## src/rtl/estufa_planta_if.sv

```systemverilog
// Command/sensor bundle between the greenhouse thermostat controller and the plant model.
interface estufa_planta_if;
  logic       aquecedor;
  logic       resfriador;
  logic       load;
  logic [7:0] load_value;
  logic [7:0] temp;
  logic       t1;
  logic       t2;
  logic       erro;
  logic [1:0] estado;

  modport master (output aquecedor, resfriador, load, load_value,
                  input  temp, t1, t2, erro, estado);
  modport slave  (input  aquecedor, resfriador, load, load_value,
                  output temp, t1, t2, erro, estado);
endinterface

```

## src/rtl/estufa_planta.sv

```systemverilog
// Greenhouse plant: integrates heater/cooler commands into a temperature register
// once per tick, drifts toward ambient when idle, and returns the two threshold bits.
module estufa_planta #(
  parameter int unsigned TEMP_INIT = 18,
  parameter int unsigned AMBIENT   = 18,
  parameter int unsigned TEMP_MAX  = 40,
  parameter int unsigned TICK_DIV  = 1,
  parameter int unsigned DRIFT_DIV = 4
) (
  input  logic             clk_2,
  input  logic             reset,
  estufa_planta_if.slave   bus
);
  localparam int TW = (TICK_DIV  > 1) ? $clog2(TICK_DIV)  : 1;
  localparam int DW = (DRIFT_DIV > 1) ? $clog2(DRIFT_DIV) : 1;
  localparam logic [TW-1:0] TICK_LAST  = TW'(TICK_DIV - 1);
  localparam logic [DW-1:0] DRIFT_LAST = DW'(DRIFT_DIV - 1);
  localparam logic [7:0]    TMAX       = 8'(TEMP_MAX);
  localparam logic [7:0]    AMB        = 8'(AMBIENT);
  localparam logic [7:0]    TINIT      = 8'(TEMP_INIT);

  typedef enum logic [1:0] {DRIFT = 2'd0, AQUECE = 2'd1, RESFRIA = 2'd2, FALHA = 2'd3} estado_t;

  logic [7:0]    temp_q,  temp_n;
  logic [TW-1:0] tick_q,  tick_n;
  logic [DW-1:0] drift_q, drift_n;
  logic          erro_q,  erro_n;
  estado_t       estado_q, estado_n;
  logic          tick;

  assign tick = (tick_q == TICK_LAST);

  always_ff @(posedge clk_2 or posedge reset) begin
    if (reset) begin
      temp_q   <= TINIT;
      tick_q   <= '0;
      drift_q  <= '0;
      erro_q   <= 1'b0;
      estado_q <= DRIFT;
    end else begin
      temp_q   <= temp_n;
      tick_q   <= tick_n;
      drift_q  <= drift_n;
      erro_q   <= erro_n;
      estado_q <= estado_n;
    end
  end

  always_comb begin
    temp_n   = temp_q;
    tick_n   = tick_q;
    drift_n  = drift_q;
    erro_n   = erro_q;
    estado_n = estado_q;
    if (bus.load) begin
      // load restarts both dividers, so the next tick is a full period away
      temp_n   = (bus.load_value > TMAX) ? TMAX : bus.load_value;
      tick_n   = '0;
      drift_n  = '0;
      erro_n   = 1'b0;
      estado_n = DRIFT;
    end else begin
      tick_n = tick ? '0 : tick_q + 1'b1;
      if (tick) begin
        unique case ({bus.aquecedor, bus.resfriador})
          2'b10: begin
            estado_n = AQUECE;
            drift_n  = '0;
            if (temp_q < TMAX) temp_n = temp_q + 8'd1;
          end
          2'b01: begin
            estado_n = RESFRIA;
            drift_n  = '0;
            if (temp_q != 8'd0) temp_n = temp_q - 8'd1;
          end
          2'b11: begin
            estado_n = FALHA;
            drift_n  = '0;
            erro_n   = 1'b1;
          end
          default: begin
            estado_n = DRIFT;
            if (drift_q == DRIFT_LAST) begin
              drift_n = '0;
              if (temp_q < AMB)      temp_n = temp_q + 8'd1;
              else if (temp_q > AMB) temp_n = temp_q - 8'd1;
            end else begin
              drift_n = drift_q + 1'b1;
            end
          end
        endcase
      end
    end
  end

  assign bus.temp   = temp_q;
  assign bus.t1     = (temp_q >= 8'd15);
  assign bus.t2     = (temp_q >= 8'd20);
  assign bus.erro   = erro_q;
  assign bus.estado = estado_q;
endmodule

```

## src/flat_wrapper.sv

```systemverilog
// flat-port wrapper written by rule: the top's interface ports become plain ports
module estufa_planta_flat 
#(
  parameter int unsigned TEMP_INIT = 18,
  parameter int unsigned AMBIENT   = 18,
  parameter int unsigned TEMP_MAX  = 40,
  parameter int unsigned TICK_DIV  = 1,
  parameter int unsigned DRIFT_DIV = 4
)
  (clk_2, reset, bus_aquecedor, bus_resfriador, bus_load, bus_load_value, bus_temp, bus_t1, bus_t2, bus_erro, bus_estado);
  estufa_planta_if bus_i ();
  input  logic clk_2;
  input  logic reset;
  input wire logic [$bits(bus_i.aquecedor)-1:0] bus_aquecedor;
  input wire logic [$bits(bus_i.resfriador)-1:0] bus_resfriador;
  input wire logic [$bits(bus_i.load)-1:0] bus_load;
  input wire logic [$bits(bus_i.load_value)-1:0] bus_load_value;
  output wire logic [$bits(bus_i.temp)-1:0] bus_temp;
  output wire logic [$bits(bus_i.t1)-1:0] bus_t1;
  output wire logic [$bits(bus_i.t2)-1:0] bus_t2;
  output wire logic [$bits(bus_i.erro)-1:0] bus_erro;
  output wire logic [$bits(bus_i.estado)-1:0] bus_estado;
  assign bus_i.aquecedor = bus_aquecedor;
  assign bus_i.resfriador = bus_resfriador;
  assign bus_i.load = bus_load;
  assign bus_i.load_value = bus_load_value;
  assign bus_temp = bus_i.temp;
  assign bus_t1 = bus_i.t1;
  assign bus_t2 = bus_i.t2;
  assign bus_erro = bus_i.erro;
  assign bus_estado = bus_i.estado;
  estufa_planta #(.TEMP_INIT(TEMP_INIT), .AMBIENT(AMBIENT), .TEMP_MAX(TEMP_MAX), .TICK_DIV(TICK_DIV), .DRIFT_DIV(DRIFT_DIV)) u_core (.clk_2(clk_2), .reset(reset), .bus(bus_i));
endmodule
```

## config.mk

```make
export PLATFORM = sky130hd
export DESIGN_NAME = estufa_planta_flat
export DESIGN_NICKNAME = d
export VERILOG_FILES = /design/src/rtl/estufa_planta_if.sv /design/src/rtl/estufa_planta.sv /design/src/flat_wrapper.sv
export SDC_FILE = /design/constraint.sdc
export NUM_CORES = 1
export LEC_CHECK = 0
export ABC_AREA = 1
export CAP_MARGIN = 5
export CORE_ASPECT_RATIO = 1.75
export CORE_MARGIN = 2
export CORE_UTILIZATION = 53
export CTS_CLUSTER_SIZE = 28
export DETAILED_ROUTE_END_ITERATION = 10
export HOLD_SLACK_MARGIN = 0.02
export PLACE_DENSITY_LB_ADDON = 0.05
export SYNTH_ARGS = -nofsm -noshare
export SYNTH_HDL_FRONTEND = slang
export SYNTH_SLANG_ARGS = --single-unit
```

## constraint.sdc

```tcl
create_clock -name clk_2 -period 1.69 [get_ports clk_2]
set_input_delay 0.338 -clock clk_2 [delete_from_list [all_inputs] [get_ports clk_2]]
set_output_delay 0.338 -clock clk_2 [all_outputs]
set_load 0.005 [all_outputs]
```

# Word-level counts from Yosys, hierarchy flattened
# Cells that the tools add are included.
# classes
n_addsub,4
order_cmp,6
eq_ne,8
muxes,21
n_reduce_logical,7
# op_table
cell,count
$mux W8,8
$pmux W8 S3,1
$mux W2,6
$add A8 B1 Y8 const B,1
$ge A8 B4 Y1 const B,1
$ge A8 B5 Y1 const B,1
$gt A8 B5 Y1 const B,1
$gt A8 B6 Y1 const B,1
$lt A8 B5 Y1 const B,1
$lt A8 B6 Y1 const B,1
$reduce_bool A8 Y1,1
$sub A8 B1 Y8 const B,1
$eq A2 B2 Y1 const B,3
$ne A3 B2 Y1 const B,2
$pmux W2 S3,1
$reduce_and A6 Y1,1
$mux W1,5
$reduce_bool A5 Y1,1
$ne A2 B2 Y1 const B,2
$reduce_bool A4 Y1,1
$reduce_or A3 Y1,1
$add A2 B1 Y2 const B,1
$eq A2 B1 Y1 const B,1
$reduce_and A2 Y1,1
2 further kinds,2
# word_totals
register_bits,14
in_bits,13
out_inout_bits,13

# Logic depth before layout (Yosys ltp)
# Gate-level depths: netlist of the first run.
# depth
word_depth,7
ltp_mapped,12

# Worst setup path after synthesis of the first run
# OpenSTA, ideal clock, no wires.
# synth_timing
path_type,reg2reg
start,"reg u_core.temp_q[1], in the netlist u_core.bus.temp[1]"
end,"reg u_core.temp_q[2], in the netlist u_core.bus.temp[2]"
setup_ns,0.124
t_arrival_ns,1.336
t_required_ns,1.566
slack_ns,0.230
path_stages_with_launch,11
path_cell_list,dfstp_2 inv_1 ha_1 inv_1 nor2_1 nand3_1 nand2_1 nor2_2 nand2_2 nand2_1 nand3_1
# synth_between
elab_chain_len,7
elab_cells_between_ends,18
classes_between,2 x add/sub; 3 x order compare; 2 x eq/ne; 8 x mux; 3 x reduce/logical
# synth_lines
item,line_no,text
"start, declared",estufa_planta.sv:24,"logic [7:0] temp_q, temp_n;"
"start signal, assigned",estufa_planta.sv:41,temp_q <= temp_n;
$sub A8 B1 Y8,"estufa_planta.sv:74, estufa_planta.sv:86",
$mux W8,estufa_planta.sv:86,else if (temp_q > AMB) temp_n = temp_q - 8'd1;
$mux W8,estufa_planta.sv:85,if (temp_q < AMB) temp_n = temp_q + 8'd1;
$mux W8,estufa_planta.sv:83,if (drift_q == DRIFT_LAST) begin
$pmux W8 S3,estufa_planta.sv:65,"unique case ({bus.aquecedor, bus.resfriador})"
$mux W8,estufa_planta.sv:64,if (tick) begin
$mux W8,estufa_planta.sv:55,if (bus.load) begin
# Parallel ways exist; a longest one is shown, timed or not. The select of a mux whose other input is x is not followed.
# A chain may end at the register's enable or synchronous reset.

# Final worst setup path of the first run
# layout_timing
start,"reg u_core.temp_q[7], in the netlist u_core.bus.temp[7]"
end,"reg u_core.temp_q[2], in the netlist u_core.bus.temp[2]"
# layout_between
elab_chain_len,6
elab_cells_between_ends,13
classes_between,3 x order compare; 2 x eq/ne; 5 x mux; 3 x reduce/logical
# layout_lines
item,line_no
$lt A8 B5 Y1,estufa_planta.sv:85
$mux W8,estufa_planta.sv:85
$mux W8,estufa_planta.sv:83
$pmux W8 S3,estufa_planta.sv:65
$mux W8,estufa_planta.sv:64
$mux W8,estufa_planta.sv:55
# Parallel ways exist; a longest one is shown, timed or not. The select of a mux whose other input is x is not followed.

==> results.yml, run 1 <==
final_layout:
  areaGrowthSynthToFinish_pct: 61.44
  nets: 327
  fin_util: 0.9137
  multi_input_area_um2: 1082
  regArea_um2: 332.8
  n_antenna_cell: 0
  drive_above_1_share: 0.3914
  n_fill_cell: 122
setup_path:
  worst-path-buf-inv: 3
  r2r_end: "u_core.bus.temp[2]$_DFFE_PP0P_"
  worstReg2RegStart: "u_core.bus.temp[7]$_DFFE_PP0P_"
  start_kind: "register"
  worst_path_largest_cell_delay_ns: 0.45
  ff2ff_path_depth: 10
  critPathKind: "register to register"
  slowest_stage: "dfrtp_2"
  worstPathArrival_ns: 1.93
  crit_fanout: 5
  crit_path_end_kind: "register"
  cp_top_family: "simple AND/OR/NAND/NOR gates"
  path_cells: "buf_6 > inv_4 > nand2_4 > nor2_4 > buf_4 > nand4_1 > nand3_1 > nand2_1 > nand2_1 > nand3_1"
  reg2reg_slack_ns: -0.11
  required_ns: 1.82
placed_design:
  port-buffer-count: 25
  post-dp-hpwl_um: 3815
  gp_congestion: 1.015
  dp_slack_ns: -0.4213
run:
  drv_cap: 0
synthesis:
  ys.flop_type: "dfrtp_1"
  ys_seq_elements: 13
  synth_edf_count: 0
  yosysMostFrequentCell: "nand2_1"
  async_flop_share: 1.000
  yosys_warnings: 0
  synthTopCellsByArea: "nand2_1 (20%), dfrtp_1 (19%), nand3_1 (9.1%), ha_1 (7.9%), inv_1 (6.0%)"
  syn_area_per_cell_um2: 6.373
  yosysSeqAreaShare: 0.2296
  ys_top_cells_by_count: "nand2_1 (76), nand3_1 (26), inv_1 (23), nor2_1 (21), dfrtp_1 (11)"
  yosysTopAreaCellShare: 0.1998
  synthDistinctLibCells: 27
  syn_area_um2: 1428
  synthCells: 224
  synthesis.nets: 246
  synth_area_leader_cell: "nand2_1"
power:
  p_leak_nw: 1.220
  power_frac_clock: 0.149
  peakVddDrop_uv: 677.8
  p_sw_uw: 901.0
  p_sw_frac: 0.4495
  intPower_mw: 1.103
  pwr-share-seq: 0.205
  combPwrFrac: 0.646
  power.density_nw_per_um2: 869.6
  p_total_mw: 2.004
detailed_routing:
  drt_iter0_drc: 149
  routedWlPerCell_um: 18.32
  drc: 0
  vias: 1983
  ant_nets: 0
  dr.pass1.iters: 4
  vias_per_cell: 6.009
  drt_wl_total_um: 6047
sta:
  skew_ns: 0.001382
  setup_tns_ns: -0.3849
  period_needed_ns: 1.805
  worst_pin_slew_ns: 0.5482
  max_freq_mhz: 554.2
  maxSlewViolCount: 0
  period_share: 1.068
  finalSetupViolCount: 7
  finalHoldViolations: 0
  setup_slack_ns: -0.1145
  slew_headroom: 0.6341
  rsz0062_at_grt: "yes"
cts:
  cts_tree: "done"
  cts-root-buf: "clkbuf_8"
  clkLatencyLatePin_ns: 0.25
  cts_sinks: 13
  clk_pin_slew_ns: 0.06
  ctsLongestPathBuffers: 2
  h-tree-depth: 1
  numCtsBuffers: 3
  ctsHoldBuffers: 0
floorplanning:
  dieHeight_um: 72.66
  rows: 24
  chipWidth_um: 43.23
  core_um2: 2522
  initial_utilization: 0.5660
  ios: 26
  dieArea_um2: 3141
global_routing:
  grt_max_degree: 14
  antenna_found_initial: 0
  grt_pass1_wl_um: 8776
  grt_overflow: 0
  grt_pass1_vias: 1951
  track_usage: 0.3699
run_status:
  violations: "negative setup slack"
  status: "finished with violations"
worst_hold_path:
  hold_class: "primary input to async pin"
## worst max path at each step
stage / endpoint / from / cells after the start / slack, ns
4_1_cts: bus_t1 / u_core.bus.temp[1]$_DFFE_PP1P_ / 4 / -0.05
6_report: u_core.bus.temp[2]$_DFFE_PP0P_ / u_core.bus.temp[7]$_DFFE_PP0P_ / 10 / -0.11
2_1_floorplan: u_core.bus.temp[2]$_DFFE_PP0P_ / u_core.bus.temp[1]$_DFFE_PP1P_ / 10 / 0.23
3_3_place_gp: u_core.bus.temp[2]$_DFFE_PP0P_ / bus_resfriador / 9 / -0.30
5_1_grt: u_core.bus.temp[5]$_DFFE_PP0P_ / u_core.bus.temp[1]$_DFFE_PP1P_ / 10 / -0.13
3_5_place_dp: u_core.bus.temp[2]$_DFFE_PP0P_ / bus_resfriador / 9 / -0.42
## flip-flops by register name, indices dropped and copies added (netlist names)
signal and flops:
u_core.bus.erro 1, u_core.bus.estado 2, u_core.bus.temp 8, u_core.drift_q 2
## layout by cell type (no fill, tap or decap), types with 10 or more instances in the layout
master / netlist / final
buf_4: 1 / 46
buf_6: 4 / 10
clkdlybuf4s50_1: 0 / 15
inv_1: 23 / 16
nand2_1: 76 / 69
nand2_2: 8 / 10
nand3_1: 26 / 22
nand4_1: 10 / 10
nor2_1: 21 / 18
## cell type report
cell class / instances / area share
clock inverter: 1 / 0.002172
sequential: 13 / 0.1444
inverter: 27 / 0.04940
multi-input combinational: 179 / 0.4696
tap: 26 / 0.01412
timing repair buffer: 81 / 0.3024
clock buffer: 3 / 0.01792
## power by group through the flow
stage	Sequential, mW	Clock [mW]	Combinational (mW)
after floorplan	0.401	0	0.554
after global placement	0.408	0	0.922
after detailed placement	0.408	0	0.934
after CTS	0.402	0.294	1.08
after global routing	0.412	0.309	1.37
final	0.410	0.298	1.30
## metal layers
layer,vias to the layer above,wire length (um),track usage
met4,0,500,0.2694
met1,914,1946,0.3443
met3,56,502,0.05693
met2,144,3098,0.6899
met5,-,0,0
li1,869,-,-
## through the flow
| stage | std cells | area [um^2] | hold slack (ns) |
|---|---|---|---|
| 2_1_floorplan | 224 | 1428 | 0.2135 |
| 4_1_cts | 325 | 2177 | 0.4376 |
| 3_5_place_dp | 306 | 1928 | 0.4452 |
| 6_report | 330 | 2305 | 0.4261 |
| 5_1_grt | 330 | 2305 | 0.4629 |
| 3_3_place_gp | 306 | 1928 | 0.4387 |
## logic make-up (layout without fill, tap and decap cells)
logic type	count (synthesis)	after routing	share of synthesized area
AOI/OAI and AO/OA	11	11	0.04995
and+or+nand+nor	155	155	0.5057
xor gates and xnor gates	4	4	0.02454
buffers and inverters	32	112	0.1113
DFF	13	13	0.2296
adders and majority gates	9	9	0.07888
## timing repair
action	4_1_cts	5_1_grt
gates resized for setup	39	29
pin swaps	10	24
endpoints found under the setup margin	14	11
hold endpoints to repair	0	0
setup buffers	16	6
(Power assumes the default switching activity.)
==> inputs of run 2 (changes only) <==
--- a/config.mk
+++ b/config.mk
@@ -7,13 +7,13 @@
 export LEC_CHECK = 0
 export ABC_AREA = 1
 export CAP_MARGIN = 5
-export CORE_ASPECT_RATIO = 1.75
 export CORE_MARGIN = 2
 export CORE_UTILIZATION = 53
 export CTS_CLUSTER_SIZE = 28
 export DETAILED_ROUTE_END_ITERATION = 10
 export HOLD_SLACK_MARGIN = 0.02
 export PLACE_DENSITY_LB_ADDON = 0.05
+export SLEW_MARGIN = 20
 export SYNTH_ARGS = -nofsm -noshare
 export SYNTH_HDL_FRONTEND = slang
 export SYNTH_SLANG_ARGS = --single-unit
==> results.yml, run 2 (synthesis gave the netlist of run 1 again) <==
worst_hold_path:
  hold_class: "primary input to async pin"
setup_path:
  worstPathArrival_ns: 1.96
  start_kind: "primary input"
  worstReg2RegStart: "u_core.bus.temp[1]$_DFFE_PP1P_"
  reg2reg_slack_ns: -0.07
  required_ns: 1.86
  worst-path-buf-inv: 3
  cp_top_family: "buffers and inverters"
  r2r_end: "u_core.bus.temp[2]$_DFFE_PP0P_"
  cp.depth: 11
  critPathKind: "primary input to register"
  crit_path_end_kind: "register"
  path_cells: "clkdlybuf4s50_1 > buf_4 > ha_2 > inv_1 > nor2_1 > nand3_1 > nand2_1 > nor2_2 > nand2_4 > nand2_1 > nand3_1"
  ff2ff_path_depth: 12
  worst_path_largest_cell_delay_ns: 0.45
  crit_fanout: 7
  slowest_stage: "clkdlybuf4s50_1"
detailed_routing:
  vias_per_cell: 5.938
  ant_nets: 0
  drc: 0
  drt_wl_total_um: 5645
  routedWlPerCell_um: 17.53
  dr.pass1.iters: 5
  drt_iter0_drc: 191
  vias: 1912
sta:
  finalSetupViolCount: 9
  slew_headroom: 0.6037
  setup_tns_ns: -0.5035
  max_freq_mhz: 561.2
  whs_ns: 0.3992
  maxSlewViolCount: 0
  period_share: 1.054
  setup_slack_ns: -0.09189
  finalHoldViolations: 0
  skew_ns: 0.0004476
  worst_pin_slew_ns: 0.5938
  period_needed_ns: 1.782
  rsz0062_at_grt: "yes"
global_routing:
  grt_pass1_wl_um: 7583
  antenna_found_initial: 0
  track_usage: 0.3104
  grt_pass1_vias: 1649
  grt_overflow: 0
  grt_max_degree: 14
floorplanning:
  dieHeight_um: 55.90
  rows: 18
  core_um2: 2522
  chipWidth_um: 55.90
  initial_utilization: 0.5660
  ios: 26
  dieArea_um2: 3125
run:
  drv_cap: 0
placed_design:
  port-buffer-count: 25
  gp_congestion: 0.9786
  post-dp-hpwl_um: 3222
final_layout:
  n_fill_cell: 141
  areaGrowthSynthToFinish_pct: 53.90
  nets: 315
  largest_reg_flops: 8
  fin_util: 0.8710
  n_antenna_cell: 0
  layout_commonest_cell: "nand2_1"
  drive_above_1_share: 0.3596
  most-common-layout-cells: "nand2_1 (67), buf_4 (34), nand3_1 (22)"
power:
  p_leak_nw: 1.202
  power_frac_clock: 0.119
  p_sw_frac: 0.4580
  combPwrFrac: 0.656
  pwr-share-seq: 0.225
  power.density_nw_per_um2: 826.4
  peakVddDrop_uv: 666.0
  p_total_mw: 1.816
  intPower_uw: 984.0
  p_sw_uw: 831.6
cts:
  cts_tree: "done"
  h-tree-depth: 1
  ctsLongestPathBuffers: 2
  clkLatencyLatePin_ns: 0.29
  clk_pin_slew_ns: 0.09
  cts_sinks: 13
  cts-root-buf: "clkbuf_4"
  numCtsBuffers: 3
run_status:
  status: "finished with violations"
  violations: "negative setup slack"
==> run 2: power by group through the flow <==
stage	combinational [mW]	sequential, mW	clock (mW)
floorplan	0.554	0.401	0
global placement	0.890	0.403	0
detailed placement	0.898	0.405	0
CTS	1.00	0.404	0.206
global route	1.27	0.412	0.228
finish	1.19	0.409	0.216
==> run 2: how the worst max path moves through the flow <==
stage                                                end  slack (ns)                           start
final                     u_core.bus.temp[2]$_DFFE_PP0P_       -0.09                  bus_resfriador
after global routing      u_core.bus.temp[5]$_DFFE_PP0P_       -0.17  u_core.bus.temp[0]$_DFFE_PP0P_
after detailed placement  u_core.bus.temp[1]$_DFFE_PP1P_       -0.32                  bus_resfriador
after CTS                                         bus_t1       -0.12  u_core.bus.temp[4]$_DFFE_PP1P_
after floorplan           u_core.bus.temp[2]$_DFFE_PP0P_        0.23  u_core.bus.temp[1]$_DFFE_PP1P_
after global placement    u_core.bus.temp[6]$_DFFE_PP0P_       -0.28                  bus_resfriador
==> run 2: metrics by stage <==
stage	cell area, um^2	setup WS, ns	cells
floorplan	1428	0.2305	224
global placement	1901	-0.2831	304
detailed placement	1901	-0.3216	304
CTS	2062	-0.1164	316
global route	2197	-0.1748	322
finish	2197	-0.09189	322
==> run 2: final cells by class <==
type / instances / area [um^2] / area share
Multi-Input combinational cell: 179 / 1049 / 0.4772
Timing Repair Buffer: 69 / 638.1 / 0.2904
Sequential cell: 13 / 332.8 / 0.1515
Inverter: 27 / 113.9 / 0.05182
Tap cell: 30 / 37.54 / 0.01708
Clock buffer: 4 / 26.28 / 0.01196
==> run 2: layer usage <==
layer	vias up	GRT usage	part of all wire
met5	-	0	0
met4	0	0.1122	0.052
met1	844	0.3847	0.37
met2	182	0.5238	0.45
met3	39	0.07442	0.12
li1	847	-	-
==> run 2: worst register-to-register path, cell delays in order, from the launching register on <==
cell and delay, ns:
dfstp_2 0.57, buf_6 0.11, buf_12 0.11, inv_6 0.04, ha_4 0.15, inv_2 0.05, nor2_1 0.04, nand3_1 0.09
nand2_1 0.07, nor2_2 0.12, nand2_4 0.11, nand2_1 0.09, nand3_1 0.10
==> run 2: repair_timing <==
item / CTS / global route
hold buffers: 0 / 0
setup buffers: 8 / 6
endpoints found under the hold margin: 0 / 0
resized for setup: 23 / 37
setup endpoints to repair: 13 / 15
pin swaps: 7 / 12
==> inputs of run 3 (changes only) <==
--- a/config.mk
+++ b/config.mk
@@ -7,12 +7,14 @@
 export LEC_CHECK = 0
 export ABC_AREA = 1
 export CAP_MARGIN = 5
+export CORE_ASPECT_RATIO = 1.75
 export CORE_MARGIN = 2
 export CORE_UTILIZATION = 53
 export CTS_CLUSTER_SIZE = 28
 export DETAILED_ROUTE_END_ITERATION = 10
 export HOLD_SLACK_MARGIN = 0.02
 export PLACE_DENSITY_LB_ADDON = 0.05
+export REMOVE_ABC_BUFFERS = 1
 export SLEW_MARGIN = 20
 export SYNTH_ARGS = -nofsm -noshare
 export SYNTH_HDL_FRONTEND = slang
==> results.yml, run 3 (synthesis gave the netlist of run 1 again) <==
setup_path:
  cp_top_family: "simple AND/OR/NAND/NOR gates"
  slowest_stage: "dfstp_2"
  startpoint: "u_core.bus.temp[1]$_DFFE_PP1P_"
  worstPathArrival_ns: 1.85
  r2r_end: "u_core.bus.temp[3]$_DFFE_PP0P_"
  critPathKind: "register to register"
  start_kind: "register"
  path_cells: "buf_6 > buf_6 > nand2_8 > inv_4 > nand2_2 > nor2_2 > nand4_1 > nand2_4 > nor2_4 > nand2_1 > nand2_1"
  worstReg2RegStart: "u_core.bus.temp[1]$_DFFE_PP1P_"
  crit_fanout: 7
  worst-path-buf-inv: 3
  crit_path_end_kind: "register"
  worst_path_largest_cell_delay_ns: 0.56
  ff2ff_path_depth: 11
  reg2reg_slack_ns: -0.01
  required_ns: 1.83
detailed_routing:
  vias: 1792
  vias_per_cell: 5.635
  ant_nets: 0
  drt_iter0_drc: 80
  drt_wl_total_um: 4814
  routedWlPerCell_um: 15.14
  drc: 0
  dr.pass1.iters: 5
floorplanning:
  ios: 26
  initial_utilization: 0.5660
  chipWidth_um: 43.23
  rows: 24
  core_um2: 2522
  dieArea_um2: 3141
  dieHeight_um: 72.66
sta:
  period_share: 1.008
  finalSetupViolCount: 2
  setup_slack_ns: -0.01295
  maxSlewViolCount: 0
  finalHoldViolations: 0
  max_freq_mhz: 587.2
  whs_ns: 0.4273
  period_needed_ns: 1.703
  rsz0062_at_grt: "yes"
  setup_tns_ns: -0.01931
  skew_ns: 0.004555
  slew_headroom: 0.6619
  worst_pin_slew_ns: 0.5066
global_routing:
  track_usage: 0.3108
  grt_max_degree: 14
  grt_pass1_vias: 1677
  antenna_found_initial: 0
  grt_pass1_wl_um: 7493
  grt_overflow: 0
cts:
  h-tree-depth: 1
  ctsLongestPathBuffers: 2
  cts_tree: "done"
  ctsHoldBuffers: 0
  cts-root-buf: "clkbuf_8"
  clkLatencyLatePin_ns: 0.25
  clk_pin_slew_ns: 0.06
  cts_sinks: 13
  numCtsBuffers: 3
final_layout:
  n_fill_cell: 143
  largest_reg_flops: 8
  multi_input_area_um2: 1085
  drive_above_1_share: 0.3630
  n_antenna_cell: 0
  nets: 315
  fin_area_um2: 2218
  most-common-layout-cells: "nand2_1 (67), buf_4 (37), nand3_1 (23)"
  stdcell_count: 318
  regArea_um2: 334.1
  areaGrowthSynthToFinish_pct: 55.39
  layout_commonest_cell: "nand2_1"
placed_design:
  port-buffer-count: 25
  place_area_um2: 1898
  post-dp-hpwl_um: 3436
  dp_slack_ns: -0.3241
  gp_congestion: 0.9767
  dp_cells: 302
power:
  power.density_nw_per_um2: 832.1
  p_leak_nw: 1.142
  peakVddDrop_uv: 710.0
run_status:
  violations: "negative setup slack"
  status: "finished with violations"
run:
  drv_cap: 0
worst_hold_path:
  hold_class: "primary input to async pin"
run 3: changes by cell type in the layout (fill, tap and decap cells not counted), moves of 3 or more:
cell	before	now
nand2_2	16	13
dlymetal6s2s_1	4	0
buf_4	34	37
clkdlybuf4s50_1	16	19
clkbuf_4	3	0
clkbuf_8	0	3
run 3: power breakdown:
| group | leakage [nW] | total (mW) | internal (mW) | switching [mW] |
|---|---|---|---|---|
| Combinational | 0.962 | 1.15 | 0.522 | 0.626 |
| Sequential | 0.157 | 0.411 | 0.359 | 0.0517 |
| Clock | 0.0228 | 0.287 | 0.167 | 0.120 |
| Total | 1.14 | 1.85 | 1.05 | 0.797 |
run 3: cell type report:
cell class	instances	area share
clock buffers	4	0.02030
multi-input cells	179	0.4890
inverters	27	0.05415
well taps	26	0.01466
repair buffers	69	0.2713
flip-flops and latches	13	0.1506
run 3: how the worst max path moves through the flow:
stage,endpoint,slack [ns],cells after the start
3_3_place_gp,u_core.bus.temp[3]$_DFFE_PP0P_,-0.29,12
3_5_place_dp,u_core.bus.temp[6]$_DFFE_PP0P_,-0.32,9
5_1_grt,u_core.bus.temp[3]$_DFFE_PP0P_,-0.11,11
2_1_floorplan,u_core.bus.temp[5]$_DFFE_PP0P_,0.22,10
4_1_cts,bus_t2,-0.002,5
6_report,u_core.bus.temp[3]$_DFFE_PP0P_,-0.01,11
run 3: routing by layer:
metal  global-route usage  vias up  wire [um]
met1               0.3411      822       1685
met5                    0        -          0
met2               0.5622       89       2612
met4               0.1616        0        280
li1                     -      851          -
met3              0.03960       30        235
run 3: stage by stage:
step | util | total power, mW
5_1_grt | 0.8795 | 1.955
4_1_cts | 0.8021 | 1.627
3_5_place_dp | 0.7525 | 1.302
3_3_place_gp | 0.7525 | 1.289
6_report | 0.8795 | 1.846
2_1_floorplan | - | 0.9034
run 3: timing repair:
action                                  in CTS  in global routing
setup buffers                                5                  8
pin swaps                                    8                 20
gates resized for setup                     21                 40
endpoints found under the setup margin      14                 15
run 3: worst reg2reg max path: stages, from the launching register on:
cell and delay, ns:
dfstp_2 0.56, buf_6 0.14, buf_6 0.12, nand2_8 0.06, inv_4 0.06, nand2_2 0.07, nor2_2 0.16, nand4_1 0.16
nand2_4 0.16, nor2_4 0.04, nand2_1 0.05, nand2_1 0.04
